$ cat src/rtl/noc_pkg.sv
// Shared types, constants and helpers for the NoC port arbiter family.
package noc_pkg;

    localparam int unsigned FLIT_W   = 9;
    localparam int unsigned TAIL_BIT = 8;

    typedef enum logic [0:0] {
        IDLE,
        LOCKED
    } arb_state_t;

    // Round-robin successor with explicit wrap, safe for non-power-of-two n.
    function automatic int unsigned rr_next(input int unsigned idx, input int unsigned n);
        return (idx + 1 >= n) ? 0 : idx + 1;
    endfunction

endpackage

$ cat src/rtl/rr_pick.sv
// Combinational round-robin picker: first asserted req at or after ptr, with wrap.
module rr_pick
    import noc_pkg::*;
#(
    parameter int unsigned N    = 2,
    parameter int unsigned IDXW = (N > 1) ? $clog2(N) : 1
) (
    input  logic [N-1:0]    req,
    input  logic [IDXW-1:0] ptr,
    output logic [IDXW-1:0] gnt_idx,
    output logic            gnt_any
);

    always_comb begin
        int unsigned idx;
        idx     = 32'(ptr);
        gnt_idx = '0;
        gnt_any = 1'b0;
        for (int unsigned off = 0; off < N; off++) begin
            if (!gnt_any && req[IDXW'(idx)]) begin
                gnt_any = 1'b1;
                gnt_idx = IDXW'(idx);
            end
            idx = rr_next(idx, N);
        end
    end

endmodule

$ cat src/rtl/noc_port_arbiter.sv
// Wormhole N:1 flit arbiter with round-robin grant at packet boundaries.
// Define NOC_PORT_ARBITER_STATS_EN to add per-input saturating tail-flit counters (pkt_count).
module noc_port_arbiter
    import noc_pkg::*;
#(
    parameter int unsigned W    = FLIT_W,
    parameter int unsigned N    = 2,
    parameter int unsigned IDXW = (N > 1) ? $clog2(N) : 1
) (
    input  logic            CLK,
    input  logic            _RESET,
    input  logic [N-1:0]    in_valid,
    input  logic [N*W-1:0]  in_data,
    output logic [N-1:0]    in_ready,
    output logic            out_valid,
    output logic [W-1:0]    out_data,
    input  logic            out_ready,
    output logic [IDXW-1:0] owner,
    output logic            busy
`ifdef NOC_PORT_ARBITER_STATS_EN
    ,
    output logic [N*16-1:0] pkt_count
`endif
);

    arb_state_t      state_q, state_d;
    logic [IDXW-1:0] rr_ptr_q, owner_q;
    logic [IDXW-1:0] gnt_idx, sel_idx;
    logic            gnt_any, can_load, xfer, sel_tail;
    logic [W-1:0]    sel_flit;

    rr_pick #(
        .N    (N),
        .IDXW (IDXW)
    ) u_rr_pick (
        .req     (in_valid),
        .ptr     (rr_ptr_q),
        .gnt_idx (gnt_idx),
        .gnt_any (gnt_any)
    );

    assign can_load = !out_valid || out_ready;
    assign sel_idx  = (state_q == LOCKED) ? owner_q : gnt_idx;
    assign xfer     = |(in_valid & in_ready);
    assign sel_tail = sel_flit[W-1];
    assign owner    = owner_q;

    always_comb begin
        sel_flit = '0;
        for (int i = 0; i < N; i++) begin
            if (sel_idx == IDXW'(i)) sel_flit = in_data[i*W +: W];
        end
    end

    always_ff @(posedge CLK or negedge _RESET) begin
        if (!_RESET) state_q <= IDLE;
        else         state_q <= state_d;
    end

    always_comb begin
        state_d = state_q;
        unique case (state_q)
            IDLE:   if (xfer && !sel_tail) state_d = LOCKED;
            LOCKED: if (xfer &&  sel_tail) state_d = IDLE;
        endcase
    end

    // Accept is held off while reset is asserted so no flit is taken into a clearing pipeline.
    always_comb begin
        in_ready = '0;
        if (_RESET && (state_q == LOCKED || gnt_any)) in_ready[sel_idx] = can_load;
        busy = (state_q == LOCKED);
    end

    always_ff @(posedge CLK or negedge _RESET) begin
        if (!_RESET) begin
            rr_ptr_q  <= '0;
            owner_q   <= '0;
            out_valid <= 1'b0;
            out_data  <= '0;
        end else begin
            if (xfer) begin
                out_valid <= 1'b1;
                out_data  <= sel_flit;
            end else if (out_ready) begin
                out_valid <= 1'b0;
            end
            if (xfer && state_q == IDLE && !sel_tail) owner_q <= gnt_idx;
            if (xfer && sel_tail) rr_ptr_q <= IDXW'(rr_next(32'(sel_idx), N));
        end
    end

`ifdef NOC_PORT_ARBITER_STATS_EN
    always_ff @(posedge CLK or negedge _RESET) begin
        if (!_RESET) begin
            pkt_count <= '0;
        end else begin
            for (int i = 0; i < N; i++) begin
                if (xfer && sel_tail && sel_idx == IDXW'(i) &&
                    pkt_count[i*16 +: 16] != 16'hFFFF) begin
                    pkt_count[i*16 +: 16] <= pkt_count[i*16 +: 16] + 16'd1;
                end
            end
        end
    end
`endif

endmodule

$ cat config.mk
export PLATFORM = sky130hd
export DESIGN_NAME = noc_port_arbiter
export DESIGN_NICKNAME = d
export VERILOG_FILES = /design/src/rtl/noc_pkg.sv /design/src/rtl/rr_pick.sv /design/src/rtl/noc_port_arbiter.sv
export SDC_FILE = /design/constraint.sdc
export NUM_CORES = 1
export LEC_CHECK = 0
export ABC_CLOCK_PERIOD_IN_PS = 2060
export CORE_MARGIN = 3
export CORE_UTILIZATION = 38
export DETAILED_ROUTE_END_ITERATION = 8
export PLACE_DENSITY = 0.8
export SETUP_SLACK_MARGIN = 0.02
export SLEW_MARGIN = 20
export SYNTH_ARGS = -nofsm -noshare
export SYNTH_HDL_FRONTEND = slang
export SYNTH_SLANG_ARGS = --single-unit
export TNS_END_PERCENT = 10
$ cat constraint.sdc
create_clock -name CLK -period 2.06 [get_ports CLK]
set_clock_uncertainty 0.2 [all_clocks]
set_input_delay 0.206 -clock CLK [delete_from_list [all_inputs] [get_ports CLK]]
set_output_delay 0.206 -clock CLK [all_outputs]
set_load 0.005 [all_outputs]
Word-level counts from Yosys, hierarchy flattened
Cells that the tools add are included.
{"block": "totals", "regBits": 13, "output_inout_bits": 14, "wordCells": 50, "inputBits": 23}
{"block": "classes", "n_mux": 20, "add_sub_neg": 2, "bitwise_logic": 3, "n_lt_le_gt_ge": 6, "n_reduce_logical": 14}
{"operator": "1-bit 2-to-1 mux", "count": 16}
{"operator": "9-bit 2-to-1 mux", "count": 1}
{"operator": "1-bit logical AND", "count": 7}
{"operator": "1-bit by 2-bit < comparator with 1-bit output, second input constant", "count": 3}
{"operator": "1-bit by 1-bit adder with 2-bit output, second input constant", "count": 2}
{"operator": "2-bit bitwise AND", "count": 2}
{"operator": "2-bit >= comparator, second input constant", "count": 2}
{"operator": "1-bit zero test", "count": 3}
{"operator": "1-bit logical OR", "count": 2}
{"operator": "2-bit 2-to-1 mux", "count": 1}
{"operator": "1-bit one-hot mux with 2 select lines", "count": 1}
{"operator": "2-bit nonzero test", "count": 1}
{"operator": "2-bit OR reduction", "count": 1}
{"operator": "1-bit demux with 1-bit select", "count": 1}
{"operator": "1-bit >= comparator, second input constant", "count": 1}
{"operator": "1-bit NOT", "count": 1}

Depth between registers and ports, before layout
Gate-level depths: netlist (run 1).
{"block": "depth", "word_depth": 19, "mapped_depth": 5, "depth_no_buf": 4}

By module
A second synthesis (run 1) with hierarchy kept.
{"block": "unflattened", "cells_unflattened": 57, "hier_area_um2": 714.4}
{"module": "noc_port_arbiter", "seq_area_each_um2": 325.3, "cells_each": 54, "instances": 1, "area_per_inst_um2": 696.9}
{"module": "rr_pick", "seq_area_each_um2": 0.0, "cells_each": 3, "instances": 1, "area_per_inst_um2": 17.5}

Worst setup path before layout (run 1)
No wires, ideal clock.
{"block": "synth_path", "path_kind": "flip-flop to flip-flop", "from": "register with a tool-made name", "to": "register rr_ptr_q", "setup_ns": 0.118, "stages_incl_launch_ff": 6, "period_less_slack_ns": 1.614, "n_path_buf": 1, "arrival_ns": 1.296, "required_ns": 1.742, "setup_slack_ns": 0.446, "cell_sequence": "dfrtp_1 -> or3b_1 -> o2111ai_2 -> buf_6 -> nor2_1 -> o2bb2a_4"}
{"element": "to (signal assigned)", "line_no": "noc_port_arbiter.sv:89", "rtl": "if (xfer && sel_tail) rr_ptr_q <= IDXW'(rr_next(32'(sel_idx), N));"}
{"element": "to (decl)", "line_no": "noc_port_arbiter.sv:27", "rtl": "logic [IDXW-1:0] rr_ptr_q, owner_q;"}

==> flow_summary.json, run 1 <==
{
  "status": "finished clean",
  "maximum_number_of_pins_on_one_net_before_global_route_repair": 17,
  "grt_use_total_pct": 16.1,
  "antenna_found_initial": 0,
  "drt_iter0_drc": 3,
  "syn_area_per_cell_sq_um": 10.1,
  "cts_made_buffers": 3,
  "synthesis.area_sq_um": 694,
  "drt.antenna.violating_nets": 0,
  "routed_via_density": 4.88,
  "postSynthRegisterBits": 13,
  "drt-total-wl_um": 1810,
  "drc_errors": 0,
  "finalHoldViolCount": 0,
  "worst-path-max-fanout": 10,
  "gp_congestion": 0.724,
  "core.rowCount": 14,
  "timing.final.setup_violations": 0,
  "power-per-cell-area_mw_per_mm2": 1030,
  "grt_first_pass_wirelength_um": 2990,
  "synth.yosys.warnings": 0,
  "pre_cts_setup_slack_ns": -0.0897,
  "cap_violations": 0,
  "critPathCaptureType": "flip-flop",
  "sequential_area_share_after_synthesis_pct": 46.8,
  "cts_tree": "built",
  "vias": 693,
  "synth.top_cell.area_share_pct": 46.8,
  "period_needed_ns": 1.96,
  "h_tree_lvl_count": 1,
  "buffer_ports.inserted": 36,
  "length_of_routed_met3_wiring_um": 163,
  "timing.setup.critical_path_class": "primary input to flip-flop",
  "clk_path_buf_depth": 2,
  "post-route-period-util_pct": 95.0,
  "hold_buffers": 0,
  "chipHeight_um": 48.8,
  "finalWorstSetupSlack_ns": 0.103,
  "timing.fmax_ghz": 0.511,
  "worst_margin_slew_ns": 0.346,
  "r2r_slack_ns": 0.14,
  "timing.reg2reg.worst_path_depth": 6,
  "drive_gt1_share_pct": 17.8,
  "io_count": 37,
  "post_synth_num_cell_types": 23,
  "route.met2.wl_um": 896,
  "routed.top_layer": "met4",
  "grt_setup_unrepaired": "yes",
  "floorplan.initialDensity_pct": 43.1,
  "floorplan.core_area_sq_mm": 0.00161,
  "crit_path_start_kind": "primary input",
  "routedWlPerCell_um": 12.7,
  "area.growth.synth_to_final_pct": 71.9,
  "global_route.overflow_total": 0,
  "worst_ep_required_time_ns": 2.06,
  "mappedNetlistNets": 92,
  "clkTransAtPathRegs_ns": 0.08,
  "root_buffer": "clkbuf_4",
  "insertion_delay_ns": 0.27,
  "ir_worst_vdd_mv": 0.586,
  "cts_num_sinks": 13,
  "p_total_mw": 1.23,
  "critical_path_arrival_ns": 1.96,
  "synth_top_area_cell": "dfrtp_1",
  "dr.pass1.iters": 4,
  "chipWidth_um": 48.8,
  "timing.max_slew.rel_slack_pct": 76.9,
  "net_count_final": 142,
  "worstHoldPathType": "primary input to async pin",
  "slew_violations": 0,
  "power_leakage_nw": 0.539,
  "routedLengthMet1_um": 735,
  "dp_hpwl_um": 1310,
  "leading_cell_types_by_total_area_after_synthesis": "dfrtp_1 (47%), mux2i_1 (13%), o21ai_0 (6.5%)",
  "num_antenna_cells": 0,
  "final_core_utilization_pct": 74.1,
  "die_area_sq_mm": 0.00238,
  "first_global_vias": 709,
  "synthesis.instances": 69
}
[how the worst max path moves through the flow]
stage           startpoint     endpoint  slack [ns]  cells past startpoint
2_1_floorplan    flip-flop     rr_ptr_q        0.45                      5
3_3_place_gp   in_valid[0]  in_ready[0]       -0.03                      5
3_5_place_dp   in_valid[0]  in_ready[1]       -0.09                      5
4_1_cts          out_ready  in_ready[0]        0.03                      6
5_1_grt        in_valid[1]    flip-flop       0.003                      8
6_report       in_valid[1]    flip-flop        0.10                      8
[kinds of logic (layout without fill, tap and decap cells)]
kind of cell	after synthesis	in the layout	synth area share, %
buffers and inverters	6	55	5.04
muxes	9	9	13.0
AOI/OAI and AO/OA	19	19	19.8
and+or+nand+nor	22	22	15.3
DFF	13	13	46.8
[where the power goes]
group / internal (mW) / total [mW] / switching (mW)
Sequential: 0.362 / 0.442 / 0.0800
Combinational: 0.396 / 0.634 / 0.237
Clock: 0.0748 / 0.151 / 0.0758
[sequential cells by signal (all words and copies together) (netlist names), named ones only]
register	cells
out_data	9
out_valid	1
owner	1
rr_ptr_q	1
[metrics by stage]
stage                     hold slack [ns]  std cells  TNS (ns)  instance area, sq um
after floorplan                    -0.290         69         0                   694
after global placement              0.260        134   -0.0418                  1120
after detailed placement            0.272        134    -0.201                  1120
after CTS                           0.100        142         0                  1180
after global routing                0.124        142         0                  1190
final                               0.121        142         0                  1190
[cell usage in the layout (no fill, tap or decap), types with 2 or more instances in the layout]
cell and count:
clkdlybuf4s50_1 33, dfrtp_1 12, buf_4 12, nand2_1 11, mux2i_1 9, o21ai_0 9
nor2b_1 3, inv_1 3, clkbuf_4 3, nand2b_1 2, nor2_1 2, a21oi_1 2
dlygate4sd2_1 2
[synthesized netlist by cell type]
master / n
a21boi_0: 1
buf_2: 1
o2111ai_2: 1
mux2i_1: 9
dfrtp_1: 13
o311ai_0: 1
a211oi_1: 1
a31oi_1: 1
nor2b_1: 3
a21oi_1: 2
and2_1: 1
buf_6: 1
inv_1: 3
o21ai_2: 1
or3b_1: 1
o21ai_0: 9
nor2_1: 2
buf_4: 1
nor3_1: 1
a22o_1: 1
nand2b_1: 3
o2bb2a_4: 1
nand2_1: 11
[critical path, stage by stage]
cell and delay [ns]:
clkdlybuf4s50_1 0.50, buf_4 0.14, nand2b_1 0.06, o21ai_2 0.19, buf_4 0.14, buf_4 0.20
mux2i_1 0.32, a22o_1 0.19
[final cells by class]
class	count	area, sq um
inverters	3	11.3
repair buffers	48	450
clock buffers	4	26.3
well taps	24	30.0
multi-input cells	50	349
fillers	126	418
flip-flops and latches	13	327
[metal layers]
layer / track usage [%] / up-vias
met5: 0 / -
met4: 7.11 / 0
met3: 4.91 / 2
met2: 27.6 / 29
met1: 18.3 / 321
li1: - / 341
[repair_timing]
item / 4_1_cts / 5_1_grt
resized for setup: 4 / 3
setup endpoints to repair: 2 / 1
pin swaps: 1 / 1
buffers inserted: 4 / 0
(Power assumes the default switching activity.)
==> run 2: changes to the inputs <==
--- a/config.mk
+++ b/config.mk
@@ -9,6 +9,7 @@
 export CORE_MARGIN = 3
 export CORE_UTILIZATION = 38
 export DETAILED_ROUTE_END_ITERATION = 8
+export MAX_ROUTING_LAYER = met4
 export PLACE_DENSITY = 0.8
 export SETUP_SLACK_MARGIN = 0.02
 export SLEW_MARGIN = 20
==> flow_summary.json, run 2 (same netlist as run 1, synthesis figures left out) <==
{
  "fill_cells": 126,
  "routedWlPerCell_um": 12.7,
  "area.growth.synth_to_final_pct": 71.9,
  "cts_tree": "built",
  "crit_path_start_kind": "primary input",
  "period_needed_ns": 1.96,
  "power-per-cell-area_mw_per_mm2": 1030,
  "commonest_cells_after_routing_fill_and_taps_aside": "clkdlybuf4s50_1 (33), dfrtp_1 (12), buf_4 (12)",
  "timing.reg2reg.worst_path_depth": 6,
  "chipHeight_um": 48.8,
  "final_core_utilization_pct": 74.1,
  "timing.fmax_ghz": 0.511,
  "maximum_number_of_pins_on_one_net_before_global_route_repair": 17,
  "clk_path_buf_depth": 2,
  "worst_margin_slew_ns": 0.346,
  "buffer_ports.inserted": 36,
  "chipWidth_um": 48.8,
  "cap_violations": 0,
  "number_of_flip_flops_under_the_largest_register_name": 9,
  "placed_cells_incl_taps": 134,
  "final_cell_area_sq_mm": 0.00119,
  "vias": 693,
  "layout.cells.most_common": "clkdlybuf4s50_1",
  "status": "finished clean",
  "grt_setup_unrepaired": "yes",
  "dr.pass1.iters": 4,
  "cts_num_sinks": 13,
  "r2r_slack_ns": 0.14,
  "worstHoldPathType": "primary input to async pin",
  "timing.max_slew.rel_slack_pct": 76.9,
  "gp_congestion": 0.733,
  "routed_via_density": 4.88,
  "io_count": 37,
  "cts_made_buffers": 3,
  "pre_cts_setup_slack_ns": -0.0897,
  "postPlaceCellArea_sq_mm": 0.00112,
  "post-route-period-util_pct": 95.0,
  "slew_violations": 0,
  "timing.final.setup_violations": 0,
  "net_count_final": 142,
  "first_global_vias": 709,
  "final_standard_cell_count_with_taps_included_and_fillers_excluded": 142,
  "clkTransAtPathRegs_ns": 0.08,
  "grt_first_pass_wirelength_um": 2990,
  "critPathCaptureType": "flip-flop",
  "floorplan.initialDensity_pct": 43.1,
  "num_antenna_cells": 0,
  "drt_iter0_drc": 3,
  "drive_gt1_share_pct": 17.8,
  "grt_use_total_pct": 16.6,
  "worst_ep_required_time_ns": 2.06,
  "die_area_sq_mm": 0.00238,
  "timing.setup.critical_path_class": "primary input to flip-flop",
  "root_buffer": "clkbuf_4",
  "drt-total-wl_um": 1810,
  "h_tree_lvl_count": 1,
  "max_flop_register": "out_data",
  "finalHoldViolCount": 0,
  "floorplan.core_area_sq_mm": 0.00161,
  "worst-path-max-fanout": 10,
  "drc_errors": 0,
  "critical_path_arrival_ns": 1.96,
  "final.setup.tns_ns": 0,
  "p_total_mw": 1.23,
  "power_leakage_nw": 0.539,
  "dp_hpwl_um": 1310,
  "antenna_found_initial": 0,
  "global_route.overflow_total": 0,
  "insertion_delay_ns": 0.27,
  "hold_slack_ns": 0.121,
  "ir_worst_vdd_mv": 0.586,
  "core.rowCount": 14,
  "finalWorstSetupSlack_ns": 0.103,
  "drt.antenna.violating_nets": 0
}
-- run 2: cell counts in the layout (fill, tap and decap cells not counted) --
Identical to the previous run, type by type.
-- run 2: area by class of cell --
class / count / area (sq um) / share of cell area [%]
Multi-Input combinational cell: 50 / 349 / 29.2
Sequential cell: 13 / 327 / 27.4
Timing Repair Buffer: 48 / 450 / 37.7
Clock buffer: 4 / 26.3 / 2.20
Tap cell: 24 / 30.0 / 2.52
Inverter: 3 / 11.3 / 0.943
-- run 2: repair_timing --
item                                    in CTS  in global routing
endpoints found under the setup margin       2                  1
cloned                                       0                  0
pin swaps                                    1                  1
gates resized for setup                      4                  3
setup buffers                                4                  0
hold buffers                                 0                  0
-- run 2: worst max-delay path by stage --
| stage | to | start | slack (ns) | cells after the start |
|---|---|---|---|---|
| floorplan | rr_ptr_q | flip-flop | 0.45 | 5 |
| global placement | in_ready[0] | in_valid[0] | -0.03 | 5 |
| detailed placement | in_ready[1] | in_valid[0] | -0.09 | 5 |
| CTS | in_ready[0] | out_ready | 0.03 | 6 |
| global route | flip-flop | in_valid[1] | 0.003 | 8 |
| finish | flip-flop | in_valid[1] | 0.10 | 8 |
-- run 2: layer usage --
metal  vias to the layer above  wire [um]  global-route usage [%]
met2                        29        896                    27.6
li1                        341          -                       -
met1                       321        751                    18.7
met3                         2        148                    4.29
met4                         0          9                    7.11
met5                         -          0                       -
-- run 2: critical path: stages --
cell and delay, ns:
clkdlybuf4s50_1 0.50, buf_4 0.14, nand2b_1 0.06, o21ai_2 0.19
buf_4 0.14, buf_4 0.20, mux2i_1 0.32, a22o_1 0.19
-- run 2: report_power, final --
part           switching [mW]  internal (mW)  leakage, nW
logic                   0.238          0.396        0.367
clock network          0.0758         0.0748       0.0150
registers              0.0800          0.362        0.157
total                   0.394          0.833        0.539
==> run 3: changes to the inputs <==
--- a/config.mk
+++ b/config.mk
@@ -6,7 +6,6 @@
 export NUM_CORES = 1
 export LEC_CHECK = 0
 export ABC_CLOCK_PERIOD_IN_PS = 2060
-export CORE_MARGIN = 3
 export CORE_UTILIZATION = 38
 export DETAILED_ROUTE_END_ITERATION = 8
 export MAX_ROUTING_LAYER = met4
==> flow_summary.json, run 3 (same netlist as run 1, synthesis figures left out) <==
{
  "dp_hpwl_um": 1360,
  "timing.max_slew.rel_slack_pct": 78.5,
  "clock_power_share_pct": 12.3,
  "critical_path_arrival_ns": 1.46,
  "critPathCaptureType": "primary output",
  "critical-path-slowest-cell": "clkdlybuf4s50_1",
  "worst-path-max-fanout": 4,
  "clk_path_buf_depth": 2,
  "first_global_vias": 658,
  "cts_made_buffers": 3,
  "maximum_number_of_pins_on_one_net_before_global_route_repair": 17,
  "dr.pass1.iters": 5,
  "seqPwrFrac_pct": 35.9,
  "final_cell_area_sq_mm": 0.00118,
  "core.rowCount": 15,
  "worst_ep_required_time_ns": 1.65,
  "timing.fmax_ghz": 0.536,
  "gp_congestion": 0.893,
  "drc_errors": 0,
  "post-route-period-util_pct": 90.5,
  "routed_via_density": 4.94,
  "number_of_flip_flops_under_the_largest_register_name": 9,
  "cts_tree": "built",
  "max_flop_register": "out_data",
  "worst_margin_slew_ns": 0.314,
  "grt.met3_usage_pct": 3.60,
  "grt_setup_unrepaired": "no",
  "ir_worst_vdd_mv": 0.631,
  "drt.antenna.violating_nets": 0,
  "pre_cts_setup_slack_ns": -0.0482,
  "io_count": 37,
  "power_leakage_nw": 0.525,
  "clkTransAtPathRegs_ns": 0.07,
  "groute.layer.met2.usage_pct": 36.2,
  "layout.cells.most_common": "clkdlybuf4s50_1",
  "slew_violations": 0,
  "global_route.overflow_total": 0,
  "cap_violations": 0,
  "crit_path_start_kind": "primary input",
  "power.net_switching_uw": 381,
  "timing.final.setup_violations": 0,
  "floorplan.initialDensity_pct": 40.2,
  "num_antenna_cells": 0,
  "power-per-cell-area_mw_per_mm2": 1020,
  "grt_first_pass_wirelength_um": 2970,
  "die_area_sq_mm": 0.00200,
  "drive_gt1_share_pct": 16.8,
  "insertion_delay_ns": 0.26,
  "slowest_delay_ns": 0.45,
  "worstHoldPathType": "primary input to async pin",
  "chipHeight_um": 44.8,
  "finalHoldViolCount": 0,
  "timing.setup.critical_path_class": "primary input to primary output",
  "net_count_final": 143,
  "status": "finished clean",
  "drt_iter0_drc": 16,
  "buffer_ports.inserted": 36,
  "antenna_found_initial": 0,
  "grtUsageMet1_pct": 26.4,
  "placed_cells_incl_taps": 137,
  "fill_cells": 150,
  "crit_chain": "clkdlybuf4s50_1 -> o311ai_1 -> buf_4 -> nor2_1 -> dlygate4sd2_1",
  "final.setup.tns_ns": 0,
  "period_needed_ns": 1.86,
  "area.growth.synth_to_final_pct": 70.6,
  "commonest_cells_after_routing_fill_and_taps_aside": "clkdlybuf4s50_1 (34), buf_4 (13), dfrtp_1 (12)",
  "routedWlPerCell_um": 12.4,
  "finalWorstSetupSlack_ns": 0.196,
  "grt_use_total_pct": 21.1,
  "h_tree_lvl_count": 1,
  "global_route.peak_usage_layer": "met2",
  "root_buffer": "clkbuf_4",
  "postPlaceCellArea_sq_mm": 0.00114,
  "final_standard_cell_count_with_taps_included_and_fillers_excluded": 144,
  "p_int_uw": 832,
  "vias": 712,
  "floorplan.core_area_sq_mm": 0.00173,
  "drt-total-wl_um": 1780,
  "chipWidth_um": 44.8,
  "hold_buffers": 0,
  "cts_num_sinks": 13,
  "power_switching_share_pct": 31.4,
  "power.combinational.fraction_pct": 51.8
}
-- run 3: cell types whose count changed in the layout (fill, tap and decap cells not counted), sizes merged --
cell | previous run | this run
buf | 12 | 13
dlymetal6s2s | 1 | 0
clkdlybuf4s50 | 33 | 34
-- run 3: through the flow --
step	utilization, %	hold WS [ns]	power [mW]
after floorplan	-	-0.290	0.693
after global placement	65.9	0.261	1.02
after detailed placement	65.9	0.271	1.04
after CTS	68.6	0.0933	1.22
after global routing	68.6	0.108	1.30
final	68.6	0.0962	1.21
-- run 3: final timing paths --
path / start / endpoint / slack, ns / cells after the start
worst max-delay path: in_valid[1] / in_ready[0] / 0.20 / 5
worst min-delay path: _RESET / out_data[2] / 0.1 / 2
worst max register to register: flip-flop / flip-flop / 0.21 / 6
worst min register to register: out_data[6] / out_data[6] / 0.28 / 2
max in group asynchronous: _RESET / async pin / 1.37 / 2
min in group CLK: out_data[6] / out_data[6] / 0.28 / 2
-- run 3: metal layers --
layer,routed length (um),vias to the layer above
met5,0,-
met4,5,0
met3,77,2
met2,903,28
met1,796,339
li1,-,343
-- run 3: cell type report --
cell class,count,area [sq um],area share [%]
repair buffers,49,455,38.4
multi-input cells,50,334,28.2
flip-flops and latches,13,327,27.6
well taps,25,31.3,2.64
clock buffers,4,26.3,2.22
inverters,3,11.3,0.950
-- run 3: what timing repair did --
| action | CTS | global route |
|---|---|---|
| resized for setup | 4 | 0 |
| setup endpoints to repair | 2 | 0 |
| buffers inserted | 3 | 0 |
-- run 3: power by group through the flow --
stage	combinational (mW)	clock [mW]	sequential [mW]
after detailed placement	0.593	0	0.446
final	0.628	0.149	0.436
after global placement	0.579	0	0.439
after floorplan	0.253	0	0.440
after global routing	0.687	0.170	0.446
after CTS	0.633	0.156	0.434
-- run 3: critical path, delay by kind of cell --
family                 cells  cell delay [ns]
AOI/OAI and AO/OA          1             0.31
and+or+nand+nor            1             0.05
buffers and inverters      3             0.89
